--- config.mk ---
export PLATFORM = sky130hd
export DESIGN_NAME = cw305_heep_bridge
export DESIGN_NICKNAME = d
export VERILOG_FILES = /design/src/rtl/cw305_heep_bridge_pkg.sv /design/src/rtl/cw305_bridge_watchdog.sv /design/src/rtl/cw305_heep_bridge.sv
export SDC_FILE = /design/constraint.sdc
export NUM_CORES = 1
export LEC_CHECK = 0
export ABC_AREA = 1
export BUFFER_PORTS_ARGS = -buffer_cell sky130_fd_sc_hd__buf_2
export CAP_MARGIN = 20
export CELL_PAD_IN_SITES_DETAIL_PLACEMENT = 0
export CELL_PAD_IN_SITES_GLOBAL_PLACEMENT = 1
export CORE_MARGIN = 4
export CORE_UTILIZATION = 37
export DETAILED_ROUTE_END_ITERATION = 10
export GPL_TIMING_DRIVEN = 0
export PLACE_DENSITY = 0.93
export SETUP_SLACK_MARGIN = 0.02
export SLEW_MARGIN = 40
export SYNTH_ARGS = -nofsm -noshare
export SYNTH_HDL_FRONTEND = slang
export SYNTH_HIERARCHICAL = 1
export SYNTH_SLANG_ARGS = --single-unit
--- constraint.sdc ---
create_clock -name usb_clk -period 6.05 [get_ports usb_clk]
set_input_delay 0.9075 -clock usb_clk [delete_from_list [all_inputs] [get_ports usb_clk]]
set_output_delay 0.9075 -clock usb_clk [all_outputs]
set_load 0.01 [all_outputs]
--- src/rtl/cw305_heep_bridge_pkg.sv ---
// Shared types and constants for the CW305 to X-HEEP OBI bridge.
package cw305_heep_bridge_pkg;

    typedef enum logic [2:0] {
        ST_IDLE      = 3'd0,
        ST_ADDR_ACK  = 3'd1,
        ST_REQ       = 3'd2,
        ST_RESP      = 3'd3,
        ST_INSTR_ACK = 3'd4,
        ST_RD_REQ    = 3'd5,
        ST_RD_RESP   = 3'd6
    } state_t;

    localparam int BRIDGE_EN_BIT   = 0;
    localparam int INSTR_VALID_BIT = 1;
    localparam int ADDR_VALID_BIT  = 2;

    localparam logic [3:0] DATA_BE = 4'hF;

    // Word pointer advance; the top word wraps to address zero.
    function automatic logic [31:0] next_ptr(input logic [31:0] ptr);
        return ptr + 32'd4;
    endfunction

endpackage

--- src/rtl/cw305_bridge_watchdog.sv ---
// Cycle counter that flags the pTIMEOUT-th consecutive cycle spent waiting on the OBI slave.
module cw305_bridge_watchdog #(
    parameter int pTIMEOUT   = 255,
    parameter int pTIMEOUT_W = 8
) (
    input  logic clk,
    input  logic reset,
    input  logic clear,
    input  logic count_en,
    output logic expired
);

    localparam logic [pTIMEOUT_W-1:0] LIMIT = pTIMEOUT_W'(pTIMEOUT - 1);

    logic [pTIMEOUT_W-1:0] count;

    // Saturates at the limit so a stalled state can never wrap back to a fresh count.
    always_ff @(posedge clk) begin
        if (reset || clear) begin
            count <= '0;
        end else if (count_en && (count != LIMIT)) begin
            count <= count + pTIMEOUT_W'(1);
        end
    end

    assign expired = count_en && (count == LIMIT);

endmodule

--- src/rtl/cw305_heep_bridge.sv ---
// Turns CW305 host-written address/instruction registers into OBI writes into X-HEEP memory.
// Define CW305_BRIDGE_READBACK_EN to follow every write with an OBI read of the same word.
module cw305_heep_bridge
    import cw305_heep_bridge_pkg::*;
#(
    parameter int pINSTR_WIDTH = 32,
    parameter int pTIMEOUT     = 255,
    parameter int pTIMEOUT_W   = 8
) (
    input  logic                    usb_clk,
    input  logic                    reset_i,
    input  logic [7:0]              I_status,
    input  logic [pINSTR_WIDTH-1:0] I_instruction,
    input  logic [pINSTR_WIDTH-1:0] I_address,
    output logic                    O_reset_new_addr_valid,
    output logic                    O_reset_instr_valid,
    output logic [pINSTR_WIDTH-1:0] O_heep_data,
    output logic                    O_data_req,
    input  logic                    I_data_gnt,
    output logic [pINSTR_WIDTH-1:0] O_data_addr,
    output logic                    O_data_we,
    output logic [3:0]              O_data_be,
    output logic [pINSTR_WIDTH-1:0] O_data_wdata,
    input  logic                    I_data_rvalid,
    input  logic [pINSTR_WIDTH-1:0] I_data_rdata,
    output logic                    O_busy,
    output logic                    O_error
);

    state_t                  state_q, state_d;
    logic                    req_q, req_d;
    logic                    we_q, we_d;
    logic [pINSTR_WIDTH-1:0] addr_q, addr_d;
    logic [pINSTR_WIDTH-1:0] wdata_q, wdata_d;
    logic [pINSTR_WIDTH-1:0] heep_q, heep_d;
    logic [pINSTR_WIDTH-1:0] ptr_q, ptr_d;
    logic                    err_q, err_d;
    logic                    waiting;
    logic                    expired;

    assign waiting = (state_q == ST_REQ) || (state_q == ST_RESP) ||
                     (state_q == ST_RD_REQ) || (state_q == ST_RD_RESP);

    // Any state change restarts the watchdog, so each wait phase gets the full budget.
    cw305_bridge_watchdog #(
        .pTIMEOUT   (pTIMEOUT),
        .pTIMEOUT_W (pTIMEOUT_W)
    ) u_watchdog (
        .clk      (usb_clk),
        .reset    (reset_i),
        .clear    (state_d != state_q),
        .count_en (waiting),
        .expired  (expired)
    );

    always_comb begin
        state_d = state_q;
        req_d   = req_q;
        we_d    = we_q;
        addr_d  = addr_q;
        wdata_d = wdata_q;
        heep_d  = heep_q;
        ptr_d   = ptr_q;
        err_d   = err_q;

        case (state_q)
            ST_IDLE: begin
                if (I_status[BRIDGE_EN_BIT]) begin
                    if (I_status[ADDR_VALID_BIT]) begin
                        state_d = ST_ADDR_ACK;
                    end else if (I_status[INSTR_VALID_BIT]) begin
                        wdata_d = I_instruction;
                        addr_d  = ptr_q;
                        req_d   = 1'b1;
                        we_d    = 1'b1;
                        state_d = ST_REQ;
                    end
                end
            end
            ST_ADDR_ACK: begin
                ptr_d   = {I_address[pINSTR_WIDTH-1:2], 2'b00};
                state_d = ST_IDLE;
            end
            ST_REQ: begin
                if (I_data_gnt) begin
                    req_d   = 1'b0;
                    state_d = ST_RESP;
                end else if (expired) begin
                    req_d   = 1'b0;
                    err_d   = 1'b1;
                    state_d = ST_INSTR_ACK;
                end
            end
            ST_RESP: begin
                if (I_data_rvalid) begin
                    heep_d = wdata_q;
                    ptr_d  = next_ptr(ptr_q);
`ifdef CW305_BRIDGE_READBACK_EN
                    req_d   = 1'b1;
                    we_d    = 1'b0;
                    state_d = ST_RD_REQ;
`else
                    state_d = ST_INSTR_ACK;
`endif
                end else if (expired) begin
                    err_d   = 1'b1;
                    state_d = ST_INSTR_ACK;
                end
            end
`ifdef CW305_BRIDGE_READBACK_EN
            ST_RD_REQ: begin
                if (I_data_gnt) begin
                    req_d   = 1'b0;
                    state_d = ST_RD_RESP;
                end else if (expired) begin
                    req_d   = 1'b0;
                    err_d   = 1'b1;
                    state_d = ST_INSTR_ACK;
                end
            end
            ST_RD_RESP: begin
                if (I_data_rvalid) begin
                    heep_d  = I_data_rdata;
                    state_d = ST_INSTR_ACK;
                end else if (expired) begin
                    err_d   = 1'b1;
                    state_d = ST_INSTR_ACK;
                end
            end
`endif
            ST_INSTR_ACK: begin
                we_d    = 1'b0;
                state_d = ST_IDLE;
            end
            default: begin
                req_d   = 1'b0;
                we_d    = 1'b0;
                state_d = ST_IDLE;
            end
        endcase
    end

    always_ff @(posedge usb_clk) begin
        if (reset_i) begin
            state_q <= ST_IDLE;
            req_q   <= 1'b0;
            we_q    <= 1'b0;
            addr_q  <= '0;
            wdata_q <= '0;
            heep_q  <= '0;
            ptr_q   <= '0;
            err_q   <= 1'b0;
        end else begin
            state_q <= state_d;
            req_q   <= req_d;
            we_q    <= we_d;
            addr_q  <= addr_d;
            wdata_q <= wdata_d;
            heep_q  <= heep_d;
            ptr_q   <= ptr_d;
            err_q   <= err_d;
        end
    end

    // Acks are decoded from the registered state, so each is a clean one-cycle low pulse.
    assign O_reset_new_addr_valid = (state_q != ST_ADDR_ACK);
    assign O_reset_instr_valid    = (state_q != ST_INSTR_ACK);
    assign O_busy                 = (state_q != ST_IDLE);
    assign O_error                = err_q;
    assign O_data_req             = req_q;
    assign O_data_we              = we_q;
    assign O_data_addr            = addr_q;
    assign O_data_wdata           = wdata_q;
    assign O_data_be              = DATA_BE;
    assign O_heep_data            = heep_q;

    logic unused_inputs;
`ifdef CW305_BRIDGE_READBACK_EN
    assign unused_inputs = ^{I_status[7:3], I_address[1:0]};
`else
    assign unused_inputs = ^{I_status[7:3], I_address[1:0], I_data_rdata};
`endif

endmodule

# [Yosys cells after proc, flatten, opt, wreduce, memory -nomap -nowiden]
# Index checks and enable logic that the tools add are counted.
[classes] add_sub_neg=2 eq_ne=18 mux=20 n_bitwise=3 reduce_logical=18
[op_table] operator="32-bit case mux with 2 select lines" count=1
[op_table] operator="32-bit by 3-bit adder with 32-bit output (second input constant)" count=1
[op_table] operator="32-bit 2-to-1 mux" count=1
[op_table] operator="3-bit 2-to-1 mux" count=6
[op_table] operator="2-bit inequality test (second input constant)" count=6
[op_table] operator="3-bit equality test (second input constant)" count=3
[op_table] operator="3-bit case mux with 3 select lines" count=1
[op_table] operator="8-bit by 1-bit adder with 8-bit output (second input constant)" count=1
[op_table] operator="8-bit equality test (second input constant)" count=1
[op_table] operator="1-bit 2-to-1 mux" count=8
[op_table] operator="8-bit inequality test (second input constant)" count=1
[op_table] operator="4-bit AND reduction" count=2
[op_table] operator="3-bit by 2-bit equality test with 1-bit output (second input constant)" count=2
[op_table] operator="3-bit inequality test (second input constant)" count=2
[op_table] operator="3-bit OR reduction" count=2
[op_table] operator="5-bit AND reduction" count=1
[op_table] operator="1-bit logical OR" count=4
[op_table] operator="1-bit case mux with 2 select lines" count=2
[op_table] operator="2-bit AND reduction" count=2
[op_table] operator="2-bit nonzero test" count=2
[op_table] operator="3-bit by 1-bit equality test with 1-bit output (second input constant)" count=1
[op_table] operator="3-bit logical NOT" count=1
[op_table] operator="3-bit by 1-bit inequality test with 1-bit output (second input constant)" count=1
[op_table] operator="3-bit inequality test" count=1
[op_table] operator="5 further kinds" count=8
[totals] register_bits=142 input_bits=108 word_cells=70

# [Longest topological paths before layout]
# Gate-level depths: netlist of run 1.
[logic_depth] word_depth=10 mapped_depth=15 ltp_nobuf=15

# [Hierarchy]
# Netlist of run 1, hierarchy kept.
[modules_own_cells] mod="cw305_heep_bridge" instances=1 cells_per_inst=842 area_per_inst_um2=5795.6
[modules_own_cells] mod="cw305_bridge_watchdog" instances=1 cells_per_inst=70 area_per_inst_um2=481.7

# [Worst setup path before layout of run 1]
# Ideal clock, no wire load.
[synth_timing] kind="flip-flop to flip-flop" start="register state_q[2]" end="register u_watchdog.count[2]" setup_time_ns=0.070 arrival_ns=2.103 required_time_ns=5.980 path_slack_ns=3.877 stages_incl_launch_ff=15 n_path_buf=1 synth_period_minus_slack_ns=2.173 path_cell_list="dfxtp_1 buf_2 nor2_1 inv_1 a21oi_1 inv_1 nor2_1 inv_1 nand4_1 nand3_1 nand2_1 nand3_1 nor2_1 inv_1 a21oi_1"
[synth_via] elab_chain_cells=10 elab_cells_between_ends=19
[synth_rtl] item="start: declaration" line="cw305_heep_bridge.sv:30" text="state_t state_q, state_d;"
[synth_rtl] item="start signal: assignment" line="cw305_heep_bridge.sv:154" text="state_q <= state_d;"
[synth_rtl] item="3-bit by 2-bit equality test with 1-bit output" line="cw305_heep_bridge.sv:41" text="assign waiting = (state_q == ST_REQ) || (state_q == ST_RESP) ||"
[synth_rtl] item="1-bit logical OR (2 in a row)" line="cw305_heep_bridge.sv:41"
[synth_rtl] item="1-bit logical OR (*)" line="cw305_heep_bridge.sv:42" text="(state_q == ST_RD_REQ) || (state_q == ST_RD_RESP);"
[synth_rtl] item="net waiting" line="cw305_heep_bridge.sv:38" text="logic waiting;"
[synth_rtl] item="1-bit logical AND (*)" line="cw305_bridge_watchdog.sv:26" text="assign expired = count_en && (count == LIMIT);"
[synth_rtl] item="net expired" line="cw305_heep_bridge.sv:39" text="logic expired;"
[synth_rtl] item="3-bit 2-to-1 mux (*)" line="cw305_heep_bridge.sv:88, cw305_heep_bridge.sv:105"
[synth_rtl] item="3-bit 2-to-1 mux (on tied branches)" line="cw305_heep_bridge.sv:95, cw305_heep_bridge.sv:85"
[synth_rtl] item="3-bit case mux with 3 select lines (*)" line="cw305_heep_bridge.sv:66" text="case (state_q)"
[synth_rtl] item="3-bit inequality test (*)" line="cw305_heep_bridge.sv:51" text=".clear (state_d != state_q),"
[synth_rtl] item="1-bit logical OR (*)" line="cw305_bridge_watchdog.sv:19" text="if (reset || clear) begin"
[synth_rtl] item="end signal: assignment" line="cw305_bridge_watchdog.sv:22" text="count <= count + pTIMEOUT_W'(1);"
[synth_rtl] item="end: declaration" line="cw305_bridge_watchdog.sv:15" text="logic [pTIMEOUT_W-1:0] count;"
# Mark *: on every way through the listed nets, which the timed path passes. The rest lies on a longest branch.
# A chain may end at the register's enable or synchronous reset.

# [Worst setup path after layout of run 1]
[layout_timing] start="register state_q[2]" end="register u_watchdog.count[4]"
# The elaborated chain is that of the path after synthesis.

==> flow_metrics.py, run 1 <==
metrics = {
    "global_routing": {
        "grt_remaining_overflow": 0,
        "track_usage_pct": 20.8,
        "grt_max_degree": 17,
        "grt_pass1_wl_um": 32600,
        "grt_pass1_vias": 6293,
        "antenna_found_initial": 0,
    },
    "clock_network": {
        "cts_buffers": 17,
        "postCtsSetupBuffers": 0,
        "cts_buffer_depth": 2,
        "cts.repair.resized": 0,
        "htreeDepth": 4,
        "path_clk_slew_ps": 60,
        "ctsRootBufferMaster": "clkbuf_16",
        "clock-sinks": 138,
        "insertion_delay_ps": 420,
        "cts_tree": "done",
        "hold_buffers": 0,
    },
    "sta": {
        "fmax_mhz": 365,
        "maxSlewHeadroom_pct": 46.3,
        "rsz0062_at_grt": "false",
        "fin_ws_ps": 3310,
        "fin_setup_tns_ps": 0,
        "slew_viol_final": 0,
        "min_period_over_period_pct": 45.3,
        "final-hold-violation-count": 0,
        "clock_skew_ps": 6.08,
        "worst_slew_pin_slew_ps": 806,
        "setup_viol": 0,
        "period_needed_ps": 2740,
    },
    "routing": {
        "wl_per_cell_um": 15.0,
        "drt_iter0_drc": 389,
        "wirelength_um": 20000,
        "vias_per_cell": 4.90,
        "wl_met1_um": 9010,
        "first_pass_iters": 4,
        "num_vias": 6541,
        "ant_nets": 0,
        "drc": 0,
        "maxUsedRoutingLayer": "met4",
        "wl_met3_um": 1330,
        "met2_length_um": 9230,
    },
    "layout": {
        "antenna_cells": 0,
        "nFillCells": 1726,
        "synthToLayoutAreaGrowth_pct": 27.6,
        "multiInputGateArea_um2": 2990,
        "layout.area.seq_um2": 2760,
        "drive_gt1_share_pct": 22.8,
        "final_area_um2": 8010,
        "nets": 1214,
    },
    "hold_path": {
        "min_from": "O_data_we",
        "hold_path_end": "O_data_we",
        "hp-class": "reg -> reg",
        "min_path_cells": 2,
    },
    "logic_synthesis": {
        "ys_warn_count": 6,
        "syn_area_um2": 6280,
        "synth_common_cells": "nor2_1 (205), nand2_1 (175), dfxtp_1 (138)",
        "yosys.area.top_type_share_pct": 44.0,
        "ys_ff_latch": 138,
        "synth_ff_type": "dfxtp_1",
        "ys_async_sr_fraction_pct": 0,
        "synthTopCellsByArea": "dfxtp_1 (44%), nor2_1 (12%), nand2_1 (10%), o21ai_0 (10%), a21oi_1 (4.1%)",
        "yosysMostFrequentCell": "nor2_1",
        "synth_top_cell_by_area": "dfxtp_1",
        "synth_cells": 912,
        "synth.distinct_cells": 34,
        "ys_seq_area_share_pct": 44.0,
        "synth_edf_count": 0,
        "syn_avg_cell_area_um2": 6.88,
    },
    "pwr": {
        "ir_drop_mv": 0.182,
        "p_per_area_nw_per_um2": 282,
        "cellLeakagePower_uw": 0.00357,
    },
    "critical_path": {
        "reg2reg_from": "state_q[2]",
        "crit_required_ps": 6400,
        "critPathKind": "reg -> reg",
        "worstSetupEndpointType": "flip-flop",
        "cp.arrival_ps": 3090,
        "critPathLaunchType": "flip-flop",
        "reg2reg_slack_ps": 3310,
        "ff2ff_path_depth": 14,
        "rr_endpoint": "u_watchdog/count[4]",
        "cp_max_fo": 9,
    },
    "placement": {
        "numPortBuffers": 168,
        "place_congestion": 0.876,
        "dp_hpwl_um": 15300,
        "pre_cts_ws_ps": 3360,
        "dpl_cell_area_um2": 7410,
    },
    "floorplan": {
        "initial_core_util_pct": 37.9,
        "io_pins": 214,
        "row_count": 47,
        "die_w_um": 138,
        "coreArea_um2": 16600,
        "dieArea_um2": 19100,
        "die_h_um": 138,
    },
    "run": {
        "max-cap-violations": 0,
    },
    "status": {
        "status": "finished, final reports clean",
    },
}
==> layer usage <==
layer	GRT usage (%)	up-vias
met5	0	-
met4	7.44	0
met3	4.87	29
met2	33.9	233
met1	27.2	2968
li1	-	3311
==> worst max-delay path: stages (launching register included) <==
cell,delay (ps)
dfxtp_1,290
buf_2,180
nor2_1,180
inv_1,90
a21oi_1,560
inv_1,90
nor2_1,250
inv_1,90
nand4_1,100
nand3_1,100
nand2_1,80
nand3_1,80
nor2_1,270
inv_1,150
a21oi_1,150
==> cells in the final DEF, fill, tap and decap left out, types with 4 or more instances in the layout <==
master      Yosys  routed
nand4_1         6       6
xnor2_1         4       4
clkinvlp_4      0       4
clkinv_1        7       7
inv_1          55      55
nand3_1        37      37
nor2_1        205     205
o21ai_0       127     127
buf_4          15      15
buf_2           8     176
a21oi_2         6       6
conb_1          2       6
clkbuf_16       0      17
dfxtp_1       138     138
o21ai_2         7       7
clkbuf_1       27      29
nand2_1       175     175
a31oi_1         8       8
nand2_2         6       6
a21oi_1        51      51
==> final cells by class <==
class | count | share of cell area [%]
Inverter | 66 | 3.19
Multi-Input combinational cell | 659 | 37.4
Buffer | 53 | 3.51
Tap cell | 220 | 3.44
Timing Repair Buffer | 168 | 10.5
Clock buffer | 19 | 5.40
Clock inverter | 13 | 2.11
Sequential cell | 138 | 34.5
==> metrics by stage <==
stage / util, % / std cells / power, uW / hold slack (ps)
global route: 48.3 / 1336 / 2350 / 494
global placement: 44.7 / 1304 / 1220 / 455
detailed placement: 44.7 / 1304 / 1220 / 458
floorplan: - / 916 / 1120 / 457
CTS: 48.3 / 1336 / 2270 / 469
finish: 48.3 / 1336 / 2260 / 466
==> flip-flops by register name, summed over array words and instances, names as in the netlist <==
register	flops
O_data_wdata	32
O_heep_data	32
O_data_addr	30
ptr_q	30
u_watchdog/count	8
state_q	3
O_data_req	1
O_data_we	1
O_error	1
==> cells by family (layout without fill, tap and decap cells) <==
kind of cell,after synthesis,after routing,synth area share (%)
buffers and inverters,119,319,8.55
xor gates and xnor gates,6,6,0.837
other,2,6,0.120
AOI/OAI and AO/OA,203,203,17.3
and+or+nand+nor,441,441,28.6
DFF,138,138,44.0
adders and majority gates,3,3,0.598
==> how the worst max path moves through the flow <==
| stage | cells past startpoint | to | startpoint |
|---|---|---|---|
| floorplan | 14 | u_watchdog/count[2] | state_q[2] |
| global placement | 14 | u_watchdog/count[4] | state_q[2] |
| detailed placement | 14 | u_watchdog/count[4] | state_q[2] |
| CTS | 14 | u_watchdog/count[4] | state_q[2] |
| global route | 14 | u_watchdog/count[4] | state_q[1] |
| finish | 14 | u_watchdog/count[4] | state_q[2] |
==> power breakdown <==
| group | switching [uW] | internal, uW |
|---|---|---|
| clock network | 403 | 652 |
| logic | 134 | 86.3 |
| registers | 34.6 | 947 |
Power figures use the tool's default switching activity.
==> inputs of run 2 (changes only) <==
- ABC_AREA: 1 -> 0
- CORE_UTILIZATION: 37 -> 32
- PLACE_DENSITY: 0.93 -> 0.85
- clock period: 6.05 -> 2.3 ns (I/O delays scaled with it)
==> flow_metrics.py, run 2 <==
metrics = {
    "routing": {
        "wl_per_cell_um": 16.6,
        "vias_per_cell": 5.11,
        "first_pass_iters": 5,
        "ant_nets": 0,
        "drc": 0,
        "num_vias": 6220,
        "drt_iter0_drc": 412,
        "wirelength_um": 20200,
    },
    "clock_network": {
        "cts_buffer_depth": 2,
        "path_clk_slew_ps": 60,
        "htreeDepth": 4,
        "cts_buffers": 17,
        "clock-sinks": 138,
        "insertion_delay_ps": 430,
        "ctsRootBufferMaster": "clkbuf_16",
        "cts_tree": "done",
    },
    "layout": {
        "layout.cells.non_filler": 1218,
        "layout.cells.most_common": "nand2_1",
        "synthToLayoutAreaGrowth_pct": 31.9,
        "layout.area.seq_um2": 2780,
        "nets": 1086,
        "multiInputGateArea_um2": 3020,
        "layout_common_cells": "nand2_1 (229), buf_2 (191), dfxtp_1 (130)",
        "drive_gt1_share_pct": 29.6,
        "nFillCells": 1905,
    },
    "global_routing": {
        "antenna_found_initial": 1,
        "grt_pass1_vias": 5896,
        "grt_max_degree": 17,
        "grt_pass1_wl_um": 32400,
        "track_usage_pct": 19.0,
        "grt_remaining_overflow": 0,
    },
    "logic_synthesis": {
        "yosys.area.top_type_share_pct": 45.9,
        "syn_avg_cell_area_um2": 7.81,
        "synth_edf_count": 0,
        "synth_top_cell_by_area": "dfxtp_1",
        "syn_area_um2": 6020,
        "synth_common_cells": "nand2_1 (229), dfxtp_1 (138), a21oi_1 (121)",
        "ys_warn_count": 6,
        "yosysMostFrequentCell": "nand2_1",
        "synth_cells": 770,
        "ys_async_sr_fraction_pct": 0,
        "ys_ff_latch": 138,
        "synth_ff_type": "dfxtp_1",
        "synthTopCellsByArea": "dfxtp_1 (46%), nand2_1 (14%), a21oi_1 (10%), buf_2 (2.4%), nand3_1 (1.7%)",
        "synth.distinct_cells": 68,
        "ys_seq_area_share_pct": 45.9,
    },
    "floorplan": {
        "row_count": 49,
        "die_h_um": 145,
        "io_pins": 214,
        "dieArea_um2": 21100,
        "initial_core_util_pct": 33.0,
        "die_w_um": 145,
        "coreArea_um2": 18200,
    },
    "sta": {
        "setup_viol": 1,
        "rsz0062_at_grt": "true",
        "min_period_over_period_pct": 101,
        "slew_viol_final": 0,
        "maxSlewHeadroom_pct": 55.6,
        "period_needed_ps": 2330,
        "fin_ws_ps": -25.3,
        "clock_skew_ps": 12.1,
        "final-hold-violation-count": 0,
        "worst_slew_pin_slew_ps": 666,
        "fmax_mhz": 430,
    },
    "pwr": {
        "cellLeakagePower_uw": 0.00319,
        "total_power_uw": 5550,
        "p_per_area_nw_per_um2": 699,
        "ir_drop_mv": 0.510,
    },
    "status": {
        "status": "finished, violations left",
        "violations": "setup timing",
    },
    "critical_path": {
        "worst_path_most_repeated_cell": "and3_4",
        "crit_required_ps": 2660,
        "critPathLaunchType": "flip-flop",
        "path_cells": "inv_4 -> ha_4 -> and3_4 -> and3_4 -> o21ai_4 -> nand3_2 -> nor2_2 -> a31oi_2 -> o21ai_1 -> or2_1 -> buf_6 -> a2111o_1 -> o21ai_2",
        "worstSetupEndpointType": "flip-flop",
        "cp_max_fo": 4,
        "cp_top_family": "simple AND/OR/NAND/NOR gates",
        "slowest_stage": "dfxtp_4",
        "slowest_delay_ps": 360,
        "critPathKind": "reg -> reg",
        "crit_buf_inv": 2,
        "cp.arrival_ps": 2680,
    },
    "hold_path": {
        "hp-class": "in -> reg",
    },
    "placement": {
        "dp.cells": 1170,
        "dp_hpwl_um": 14500,
        "numPortBuffers": 167,
        "place_congestion": 0.862,
    },
    "run": {
        "max-cap-violations": 0,
    },
}
-- run 2: path summary, 6_finish.rpt --
| check | end | from | slack [ps] | cells after the start |
|---|---|---|---|---|
| setup / recovery | u_watchdog/count[4] | u_watchdog/count[0] | -30 | 13 |
| hold / removal | O_data_wdata[10] | I_instruction[10] | 150 | 3 |
| setup reg to reg | u_watchdog/count[4] | u_watchdog/count[0] | -30 | 13 |
| hold reg to reg | O_data_addr[22] | O_data_addr[22] | 450 | 2 |
-- run 2: layout make-up --
cell class	instances	share of cell area, %
diodes	1	0.0315
well taps	229	3.61
plain buffers	56	3.59
clock inverters	14	1.58
clock buffers	18	5.41
repair buffers	185	12.3
inverters	7	0.363
multi-input cells	570	38.1
flip-flops and latches	138	35.1
-- run 2: routing by layer --
metal,wire [um],GRT usage [%],share of wire [%]
met1,9350,25.7,46
met2,9050,29.2,45
met3,1330,4.83,6.6
met4,489,7.41,2.4
met5,0,0,0
-- run 2: cell families after synthesis --
kind of cell             Yosys count  share of synthesized area, %
flip-flops                       138                          45.9
other                              2                         0.125
XOR/XNOR                           1                         0.146
multiplexers                       6                         0.998
AO/OA/AOI/OAI                    209                          20.5
adder cells (fa/ha/maj)            3                         0.624
AND/OR/NAND/NOR                  345                          26.4
buffers and inverters             66                          5.28
-- run 2: per-stage QoR --
stage	worst slack, ps	cell area, um2	TNS [ps]	hold WS [ps]	util (%)
finish	-25.3	7940	-25.3	152	43.6
global route	-144	7940	-290	150	43.6
CTS	26.1	7820	0	136	43.0
global placement	-171	7200	-397	440	39.5
floorplan	86.2	6070	0	454	-
detailed placement	-214	7200	-630	443	39.5
-- run 2: worst reg2reg max path: stages, from the launching register on --
cell	delay (ps)
dfxtp_4	360
inv_4	60
ha_4	130
and3_4	200
and3_4	240
o21ai_4	60
nand3_2	100
nor2_2	50
a31oi_2	180
o21ai_1	110
or2_1	240
buf_6	120
a2111o_1	350
o21ai_2	60
-- run 2: timing repair --
| action | in CTS | in global routing |
|---|---|---|
| setup buffers | 8 | 10 |
| hold buffers | 0 | 0 |
| setup endpoints to repair | 9 | 16 |
| gates resized for setup | 6 | 17 |
| pin swaps | 3 | 11 |
-- run 2: report_power, final --
| group | leakage (uW) | total, uW | internal [uW] | switching, uW |
|---|---|---|---|---|
| clock | 0.000255 | 2600 | 1490 | 1110 |
| sequential | 0.00112 | 2510 | 2440 | 64.1 |
| combinational | 0.00181 | 448 | 180 | 267 |
==> inputs of run 3 (changes only) <==
- SETUP_SLACK_MARGIN: 0.02 -> 0.3
==> flow_metrics.py, run 3 (synthesis gave the netlist of run 2 again) <==
metrics = {
    "layout": {
        "layout.cells.most_common": "nand2_1",
        "layout.cells.non_filler": 1226,
        "nFillCells": 1853,
        "layout_common_cells": "nand2_1 (228), buf_2 (191), dfxtp_1 (132)",
        "drive_gt1_share_pct": 31.0,
        "antenna_cells": 0,
        "nets": 1095,
        "synthToLayoutAreaGrowth_pct": 35.8,
        "final_core_util_pct": 44.9,
    },
    "global_routing": {
        "track_usage_pct": 18.9,
        "grt_pass1_vias": 6025,
        "use_met1_pct": 25.5,
        "top_usage_layer": "met2",
        "grt_pass1_wl_um": 32600,
        "antenna_found_initial": 2,
        "met3_usage_pct": 5.24,
        "grt_max_degree": 17,
        "grt_remaining_overflow": 0,
        "use_met2_pct": 30.4,
    },
    "sta": {
        "min_period_over_period_pct": 99.8,
        "maxSlewHeadroom_pct": 53.7,
        "slew_viol_final": 0,
        "final-hold-violation-count": 0,
        "rsz0062_at_grt": "true",
        "setup_viol": 0,
        "fmax_mhz": 435,
        "fin_ws_ps": 3.56,
        "clock_skew_ps": 6.71,
        "period_needed_ps": 2300,
        "worst_slew_pin_slew_ps": 694,
        "fin_setup_tns_ps": 0,
    },
    "critical_path": {
        "crit_required_ps": 2650,
        "cp_max_fo": 3,
        "critPathLaunchType": "flip-flop",
        "cp.arrival_ps": 2650,
        "critPathKind": "reg -> reg",
        "worstSetupEndpointType": "flip-flop",
    },
    "routing": {
        "vias_per_cell": 5.15,
        "num_vias": 6311,
        "drc": 0,
        "first_pass_iters": 5,
        "wirelength_um": 20400,
        "ant_nets": 0,
        "drt_iter0_drc": 369,
        "wl_per_cell_um": 16.7,
    },
    "floorplan": {
        "dieArea_um2": 21100,
        "coreArea_um2": 18200,
        "die_w_um": 145,
        "die_h_um": 145,
        "initial_core_util_pct": 33.0,
        "row_count": 49,
        "io_pins": 214,
    },
    "pwr": {
        "p_comb_share_pct": 8.0,
        "switchingPower_uw": 1450,
        "internal_power_uw": 4530,
        "ir_drop_mv": 0.557,
        "cellLeakagePower_uw": 0.00333,
        "power_frac_clock_pct": 50.0,
        "p_sw_share_pct": 24.2,
        "power_frac_seq_pct": 41.9,
        "p_per_area_nw_per_um2": 731,
    },
    "clock_network": {
        "insertion_delay_ps": 420,
        "cts_buffer_depth": 2,
        "cts_tree": "done",
        "hold_buffers": 0,
        "path_clk_slew_ps": 60,
        "cts_buffers": 17,
        "clock-sinks": 138,
        "ctsRootBufferMaster": "clkbuf_16",
        "htreeDepth": 4,
    },
    "hold_path": {
        "hp-class": "in -> reg",
    },
    "placement": {
        "numPortBuffers": 167,
        "dp_hpwl_um": 14500,
        "place_congestion": 0.845,
        "dp.cells": 1170,
        "pre_cts_ws_ps": -101,
    },
    "status": {
        "status": "finished, final reports clean",
    },
    "run": {
        "max-cap-violations": 0,
    },
}
[run 3: worst paths after layout]
kind | from | end | slack, ps | cells after the start
worst max-delay path | u_watchdog/count[0] | u_watchdog/count[4] | 4 | 14
worst min-delay path | I_instruction[29] | O_data_wdata[29] | 160 | 3
worst max register to register | u_watchdog/count[0] | u_watchdog/count[4] | 4 | 14
worst min register to register | O_heep_data[10] | O_heep_data[10] | 450 | 2
[run 3: final cells by class]
type                    count  area, um2  area share (%)
well taps                 229        287            3.51
flip-flops and latches    138       2780            34.0
plain buffers              59        322            3.94
inverters                   7       28.8           0.352
clock inverters            13        190            2.33
repair buffers            191       1040            12.7
clock buffers              19        453            5.54
multi-input cells         570       3070            37.6
[run 3: timing repair]
| item | CTS | global route |
|---|---|---|
| endpoints found under the hold margin | 0 | 0 |
| buffers inserted | 13 | 11 |
| pin swaps | 5 | 5 |
| gates resized for setup | 13 | 17 |
| setup endpoints to repair | 28 | 59 |
[run 3: worst max-delay path: stages (launching register included)]
cell and delay, ps:
dfxtp_4 350, inv_4 60, ha_4 130, and3_4 170
buf_6 90, and3_4 210, o21ai_4 60, nand3_2 90
nor2_1 50, a31oi_1 230, o21ai_2 80, or2_1 220
buf_6 130, a2111o_1 290, o21ai_2 60
[run 3: power by group through the flow]
| stage | combinational (uW) | sequential (uW) | clock (uW) |
|---|---|---|---|
| global placement | 422 | 2560 | 0 |
| floorplan | 235 | 2560 | 0 |
| global route | 524 | 2510 | 3140 |
| CTS | 452 | 2500 | 3050 |
| finish | 478 | 2510 | 2990 |
| detailed placement | 423 | 2560 | 0 |
[run 3: layer usage]
layer | part of all wire, % | vias to the layer above
li1 | - | 3116
met1 | 46 | 2960
met2 | 46 | 213
met3 | 6.5 | 18
met4 | 0.91 | 4
met5 | 0.13 | -
[run 3: metrics by stage]
stage               instance area, um2  hold slack [ps]  power (uW)
detailed placement                7220              445        2980
finish                            8170              157        5970
global placement                  7220              439        2980
CTS                               8030              134        6000
global route                      8170              154        6180
floorplan                         6090              454        2790
